`config.mk`:
```
export PLATFORM = sky130hd
export DESIGN_NAME = qa_shim_c0_read_arb
export DESIGN_NICKNAME = d
export VERILOG_FILES = /design/src/rtl/qa_shim_c0_read_arb.sv
export SDC_FILE = /design/constraint.sdc
export NUM_CORES = 2
export LEC_CHECK = 0
export ABC_CLOCK_PERIOD_IN_PS = 7840
export BUFFER_PORTS_ARGS = -buffer_cell sky130_fd_sc_hd__buf_4
export CORE_AREA = 10 10 679 681
export CTS_BUF_LIST = sky130_fd_sc_hd__clkbuf_16
export DETAILED_ROUTE_END_ITERATION = 8
export DIE_AREA = 0 0 689 691
export PLACE_DENSITY = 0.41
export SYNTH_ARGS = -nofsm -noshare
export SYNTH_HDL_FRONTEND = slang
export SYNTH_SLANG_ARGS = --single-unit
```
`constraint.sdc`:
```
create_clock -name clk -period 7.84 [get_ports clk]
set_input_delay 0 -clock clk [delete_from_list [all_inputs] [get_ports clk]]
set_output_delay 0 -clock clk [all_outputs]
set_load 0.005 [all_outputs]
```
`src/rtl/qa_shim_c0_read_arb.sv`:
```
// Two-requester read shim: buffers read requests per port, round-robin merges them toward QLP,
// tags the issuing port in the tag MSB and routes responses back by that bit.
module qa_shim_c0_read_arb #(
  parameter int CCI_DATA_WIDTH   = 512,
  parameter int CCI_RX_HDR_WIDTH = 18,
  parameter int CCI_TX_HDR_WIDTH = 61,
  parameter int CCI_TAG_WIDTH    = 14,
  parameter int FIFO_DEPTH       = 4,
  parameter int MAX_OUTSTANDING  = 64
) (
  input  logic                        clk,
  input  logic                        resetb,
  input  logic [CCI_TX_HDR_WIDTH-1:0] req0_C0TxHdr,
  input  logic                        req0_C0TxRdValid,
  output logic                        req0_C0TxAlmFull,
  output logic [CCI_RX_HDR_WIDTH-1:0] req0_C0RxHdr,
  output logic [CCI_DATA_WIDTH-1:0]   req0_C0RxData,
  output logic                        req0_C0RxRdValid,
  input  logic [CCI_TX_HDR_WIDTH-1:0] req1_C0TxHdr,
  input  logic                        req1_C0TxRdValid,
  output logic                        req1_C0TxAlmFull,
  output logic [CCI_RX_HDR_WIDTH-1:0] req1_C0RxHdr,
  output logic [CCI_DATA_WIDTH-1:0]   req1_C0RxData,
  output logic                        req1_C0RxRdValid,
  output logic [CCI_TX_HDR_WIDTH-1:0] qlp_C0TxHdr,
  output logic                        qlp_C0TxRdValid,
  input  logic                        qlp_C0TxAlmFull,
  input  logic [CCI_RX_HDR_WIDTH-1:0] qlp_C0RxHdr,
  input  logic [CCI_DATA_WIDTH-1:0]   qlp_C0RxData,
  input  logic                        qlp_C0RxRdValid,
  output logic                        err_ovf,
  output logic                        err_unf
);

  localparam int TAG_MSB = CCI_TAG_WIDTH - 1;
  localparam int PW      = (FIFO_DEPTH > 1) ? $clog2(FIFO_DEPTH) : 1;
  localparam int CW      = $clog2(FIFO_DEPTH + 1);
  localparam int OW      = $clog2(MAX_OUTSTANDING + 1);

  localparam logic [PW-1:0] LAST_C    = PW'(FIFO_DEPTH - 1);
  localparam logic [CW-1:0] DEPTH_C   = CW'(FIFO_DEPTH);
  localparam logic [CW-1:0] ALM_C     = CW'(FIFO_DEPTH - 2);
  localparam logic [OW-1:0] MAX_OUT_C = OW'(MAX_OUTSTANDING);

  logic [CCI_TX_HDR_WIDTH-1:0] req_hdr [2];
  logic                        req_vld [2];

  logic [CCI_TX_HDR_WIDTH-1:0] mem_q    [2][FIFO_DEPTH];
  logic [PW-1:0]               wr_ptr_q [2];
  logic [PW-1:0]               rd_ptr_q [2];
  logic [CW-1:0]               cnt_q    [2];
  logic [CW-1:0]               cnt_d    [2];
  logic [OW-1:0]               out_q    [2];
  logic [OW-1:0]               out_d    [2];
  logic                        alm_q    [2];
  logic                        ptr_q;

  logic                        elig [2];
  logic                        push [2];
  logic                        pop  [2];
  logic                        rsp  [2];
  logic                        gnt_vld;
  logic                        gnt_sel;
  logic [CCI_TX_HDR_WIDTH-1:0] gnt_hdr;
  logic                        rsp_port;
  logic [CCI_RX_HDR_WIDTH-1:0] rsp_hdr;
  logic                        ovf_d;
  logic                        unf_d;

  logic [CCI_TX_HDR_WIDTH-1:0] tx_hdr_q;
  logic                        tx_vld_q;
  logic [CCI_RX_HDR_WIDTH-1:0] rx_hdr_q  [2];
  logic [CCI_DATA_WIDTH-1:0]   rx_data_q [2];
  logic                        rx_vld_q  [2];
  logic                        err_ovf_q;
  logic                        err_unf_q;

  assign req_hdr[0] = req0_C0TxHdr;
  assign req_hdr[1] = req1_C0TxHdr;
  assign req_vld[0] = req0_C0TxRdValid;
  assign req_vld[1] = req1_C0TxRdValid;

  function automatic logic [PW-1:0] ptr_inc(input logic [PW-1:0] v);
    return (v == LAST_C) ? '0 : v + 1'b1;
  endfunction

  always_comb begin
    ovf_d = 1'b0;
    unf_d = 1'b0;
    for (int p = 0; p < 2; p++) begin
      elig[p] = (cnt_q[p] != '0) && (out_q[p] < MAX_OUT_C);
    end
    gnt_vld = !qlp_C0TxAlmFull && (elig[0] || elig[1]);
    // The pointer only matters on a tie; a lone eligible port always wins.
    gnt_sel = (elig[0] && elig[1]) ? ptr_q : elig[1];
    gnt_hdr = mem_q[gnt_sel][rd_ptr_q[gnt_sel]];
    gnt_hdr[TAG_MSB] = gnt_sel;
    rsp_port = qlp_C0RxHdr[TAG_MSB];
    rsp_hdr  = qlp_C0RxHdr;
    rsp_hdr[TAG_MSB] = 1'b0;
    for (int p = 0; p < 2; p++) begin
      pop[p]  = gnt_vld && (gnt_sel == 1'(p));
      push[p] = req_vld[p] && ((cnt_q[p] < DEPTH_C) || pop[p]);
      if (req_vld[p] && !push[p]) ovf_d = 1'b1;
      cnt_d[p] = cnt_q[p];
      if (push[p] && !pop[p])      cnt_d[p] = cnt_q[p] + 1'b1;
      else if (!push[p] && pop[p]) cnt_d[p] = cnt_q[p] - 1'b1;
      rsp[p] = qlp_C0RxRdValid && (rsp_port == 1'(p));
      if (rsp[p] && (out_q[p] == '0)) unf_d = 1'b1;
      out_d[p] = out_q[p];
      if (pop[p] && !(rsp[p] && (out_q[p] != '0)))      out_d[p] = out_q[p] + 1'b1;
      else if (!pop[p] && rsp[p] && (out_q[p] != '0))  out_d[p] = out_q[p] - 1'b1;
    end
  end

  always_ff @(posedge clk) begin
    for (int p = 0; p < 2; p++) begin
      if (push[p]) mem_q[p][wr_ptr_q[p]] <= req_hdr[p];
    end
  end

  always_ff @(posedge clk or negedge resetb) begin
    if (!resetb) begin
      for (int p = 0; p < 2; p++) begin
        wr_ptr_q[p]  <= '0;
        rd_ptr_q[p]  <= '0;
        cnt_q[p]     <= '0;
        out_q[p]     <= '0;
        alm_q[p]     <= 1'b0;
        rx_hdr_q[p]  <= '0;
        rx_data_q[p] <= '0;
        rx_vld_q[p]  <= 1'b0;
      end
      ptr_q     <= 1'b0;
      tx_hdr_q  <= '0;
      tx_vld_q  <= 1'b0;
      err_ovf_q <= 1'b0;
      err_unf_q <= 1'b0;
    end else begin
      for (int p = 0; p < 2; p++) begin
        cnt_q[p]    <= cnt_d[p];
        out_q[p]    <= out_d[p];
        alm_q[p]    <= (cnt_d[p] >= ALM_C);
        rx_vld_q[p] <= rsp[p];
        if (push[p]) wr_ptr_q[p] <= ptr_inc(wr_ptr_q[p]);
        if (pop[p])  rd_ptr_q[p] <= ptr_inc(rd_ptr_q[p]);
        if (rsp[p]) begin
          rx_hdr_q[p]  <= rsp_hdr;
          rx_data_q[p] <= qlp_C0RxData;
        end
      end
      tx_vld_q <= gnt_vld;
      if (gnt_vld) begin
        tx_hdr_q <= gnt_hdr;
        ptr_q    <= ~gnt_sel;
      end
      err_ovf_q <= err_ovf_q | ovf_d;
      err_unf_q <= err_unf_q | unf_d;
    end
  end

  assign req0_C0TxAlmFull = alm_q[0];
  assign req1_C0TxAlmFull = alm_q[1];
  assign req0_C0RxHdr     = rx_hdr_q[0];
  assign req1_C0RxHdr     = rx_hdr_q[1];
  assign req0_C0RxData    = rx_data_q[0];
  assign req1_C0RxData    = rx_data_q[1];
  assign req0_C0RxRdValid = rx_vld_q[0];
  assign req1_C0RxRdValid = rx_vld_q[1];
  assign qlp_C0TxHdr      = tx_hdr_q;
  assign qlp_C0TxRdValid  = tx_vld_q;
  assign err_ovf          = err_ovf_q;
  assign err_unf          = err_unf_q;

endmodule

```
==> key figures <==
Die
  • Core area: 448000 um2
  • Initial Util: roughly 14%
  • FP Rows: 246
  • Die ar.: 476000 um2
  • Die X: about 690 um
  • Ports: 1786
  • Die height: a little under 700 um

Clocking
  • CTS buffer count: 202
  • Max H-tree Level: 4
  • CTS tree: done
  • Clk_lat worst skew: 0.93 ns
  • Clk pin slew, worst setup/hold paths: 0.06 ns
  • Clk buf depth: 4
  • Clock Tree Root: clkbuf_16
  • CTS sink count: 1635
  • Postcts setup bufs: 0

Power
  • Leak pwr: 47.2 nW
  • Power Internal: around 19 mW
  • Cell Pwr Density: 269 nW/um2
  • VDD IR-drop max: 0.219 mV
  • Total power: 27.2 mW
  • Sequential power share: 40.0%
  • Switching power total: 8.66 mW
  • Switching Fraction: a little under a third
  • Clock power share: 34.5%
  • Gate power share: roughly a quarter

Placement
  • Final HPWL DP: 301 mm
  • Cell Area, Placed: 82000 um2
  • Port Buf Inserts: 1781
  • GP Congestion: 0.950

Cells and area
  • Most frequent cells in the layout: nand2_1 (3193), buf_4 (1831), dlygate4sd3_1 (1265), dfrtp_1 (1151), edfxtp_1 (480)
  • Commonest non-fill, non-tap cell in the layout: nand2_1
  • Share of layout cells above drive strength 1: 25.9%
  • Post-Route Utilization: 22.6%
  • FILL cells: 48800
  • Fin area: 101000 um2
  • Nets: approximately 9300
  • Area growth syn-to-layout: 64.7%

Yosys
  • Syn Inst Count: 5576
  • Ys Warns: 0
  • Sequential area share after synthesis: between 70% and 80%
  • Post-synthesis register bit count: 1635
  • Largest area contributor in the netlist: dfrtp_1
  • Most area-consuming cells after synthesis: dfrtp_1 (47%), edfxtp_1 (23%), nand2_1 (19%)
  • Post-synth cell types: 46
  • Post-synth top flop: dfrtp_1
  • Avg Cell Area, Syn: approximately 11 um2
  • EDFF count, synth: 480
  • Cell Area, Synth: 61500 um2
  • Share of the synthesized area in the top cell type: ~47%
  • Ys async rst share: a little over two thirds

Timing
  • Final setup vio count: 0
  • Rel. slew slack: 29.4%
  • Crit path time final: 3.81 ns
  • Fin Setup TNS: 0 ns
  • Max frequency: ~260 MHz
  • Hold violation count in the final report: 0
  • Fin crit share: 48.6%
  • Worst Skew: 0.117 ns
  • Pins Over Slew Limit: 0
  • Worst-margin pin slew: 1.05 ns
  • RSZ-0062 raised after global routing: false

Worst setup path
  • Crit Path Max Fanout: 32
  • CP required: 8.29 ns
  • Critical path class: register to register
  • Critical Path End Type: register
  • Crit path launch type: register
  • CP arrival: 4.26 ns

Routing
  • Residual DRC count: 0
  • Via count: 53600
  • WL final: around 400 mm
  • Initial DRC count: 3965
  • First-pass DRT Iterations: 8
  • Antenna-violating nets left: 0
  • Avg Vias per Cell: 3.62
  • Wire per inst: approximately 26 um

Global routing
  • Total grt overflow: 0
  • Tot GR Track Use: 15.6%
  • Antenna violations before repair: 164
  • First-pass GRT wire length: slightly above 500 mm
  • Vias in the first global route: 54400
  • Top Usage Layer GRT: met2
  • Met3 Usage GRT: 5.02%
  • Global routing usage on met1: 19.0%
  • Largest net degree at the start of global routing: 145
  • Met2 Resource Use GR: 26.4%

Outcome
  • Status: finished clean

Flow run
  • Max cap viols: 0

Hold path
  • Hold WC Path Type: input pin to register
final timing paths:
check,start,end,slack (ns),depth (start not counted)
hold / removal,req0_C0TxHdr[36],mem_q[0][36],0.06,2
setup reg to reg,cnt_q[0],mem_q[1][100],4.03,8
min in group asynchronous,resetb,qlp_C0TxHdr[21],0.48,4
max in group asynchronous,resetb,req0_C0RxData[275],5.83,5
hold reg to reg,req0_C0RxData[43],req0_C0RxData[43],0.47,2
setup / recovery,cnt_q[0],mem_q[1][100],4.03,8
per-layer routing:
metal  routed length (um)  vias up
met5                  431        -
met4                13600       74
met3                31000      581
met2               186000     1968
met1               158000    26900
li1                     -    24100
state kept, by name, summed over array words and instances (netlist names), 4 cells and up:
signal / count
req0_C0RxHdr: 17
wr_ptr_q: 4
req0_C0RxData: 512
req1_C0RxHdr: 17
rd_ptr_q: 4
cnt_q: 6
out_q: 14
mem_q: 480
req1_C0RxData: 512
qlp_C0TxHdr: 61
per-stage QoR:
stage / hold slack (ns) / worst slack, ns / std cells
global placement: 0.0290 / 4.05 / 13100
global route: 0.00865 / 3.77 / 14800
floorplan: -0.296 / 3.97 / 5577
finish: 0.0585 / 4.03 / 14800
CTS: 0.000357 / 3.95 / 14700
detailed placement: 0.0266 / 4.06 / 13100
logic make-up (layout without fill, tap and decap cells):
family	Yosys count	after routing	synth area share, %
AND/OR/NAND/NOR	3295	3295	20.3
AO/OA/AOI/OAI	111	111	1.02
buffers and inverters	301	3491	1.91
adder cells (fa/ha/maj)	29	29	0.614
multiplexers	189	189	5.53
XOR/XNOR	15	15	0.214
flip-flops	1635	1635	70.4
other	1	81	0.00610
power groups by stage:
stage | sequential [mW] | clock, mW | combinational [mW]
after floorplan | 10.8 | 0 | 2.72
after global placement | 11.0 | 0 | 6.55
after detailed placement | 11.0 | 0 | 6.56
after CTS | 10.9 | 9.71 | 7.18
after global routing | 11.0 | 10.1 | 7.55
final | 10.9 | 9.41 | 6.95
synth_stat cells (10+ instances only):
cell type     n
o21ai_0      13
buf_2        25
and2_1       12
buf_1        10
ha_1         27
nor2_1       65
clkbuf_1    248
edfxtp_1    480
mux4_2      120
a21oi_1      77
mux2i_1      63
nand2_1    3194
dfrtp_1    1155
inv_1        13
cell type report:
| type | instances | area (um2) | share of cell area, % |
|---|---|---|---|
| diodes | 79 | 198 | 0.195 |
| inverters | 15 | 71.3 | 0.0704 |
| well taps | 5952 | 7450 | 7.35 |
| flip-flops and latches | 1635 | 43300 | 42.8 |
| clock buffers | 202 | 5050 | 4.99 |
| multi-input cells | 3641 | 17100 | 16.9 |
| repair buffers | 3111 | 26700 | 26.4 |
| clock inverters | 163 | 1420 | 1.40 |
critical path: stages, from the launching register on:
cell and delay, ns:
dfrtp_1 0.39, inv_1 0.06, ha_1 0.19, ha_1 0.18, or2_2 0.40, or3_1 0.54, a21boi_2 0.36, and2_4 0.56
buf_4 0.54
timing repair:
action | in CTS | in global routing
resized for setup | 0 | 0
hold endpoints to repair | 2081 | 0
hold buffers | 1266 | 0
(Power assumes the default switching activity.)
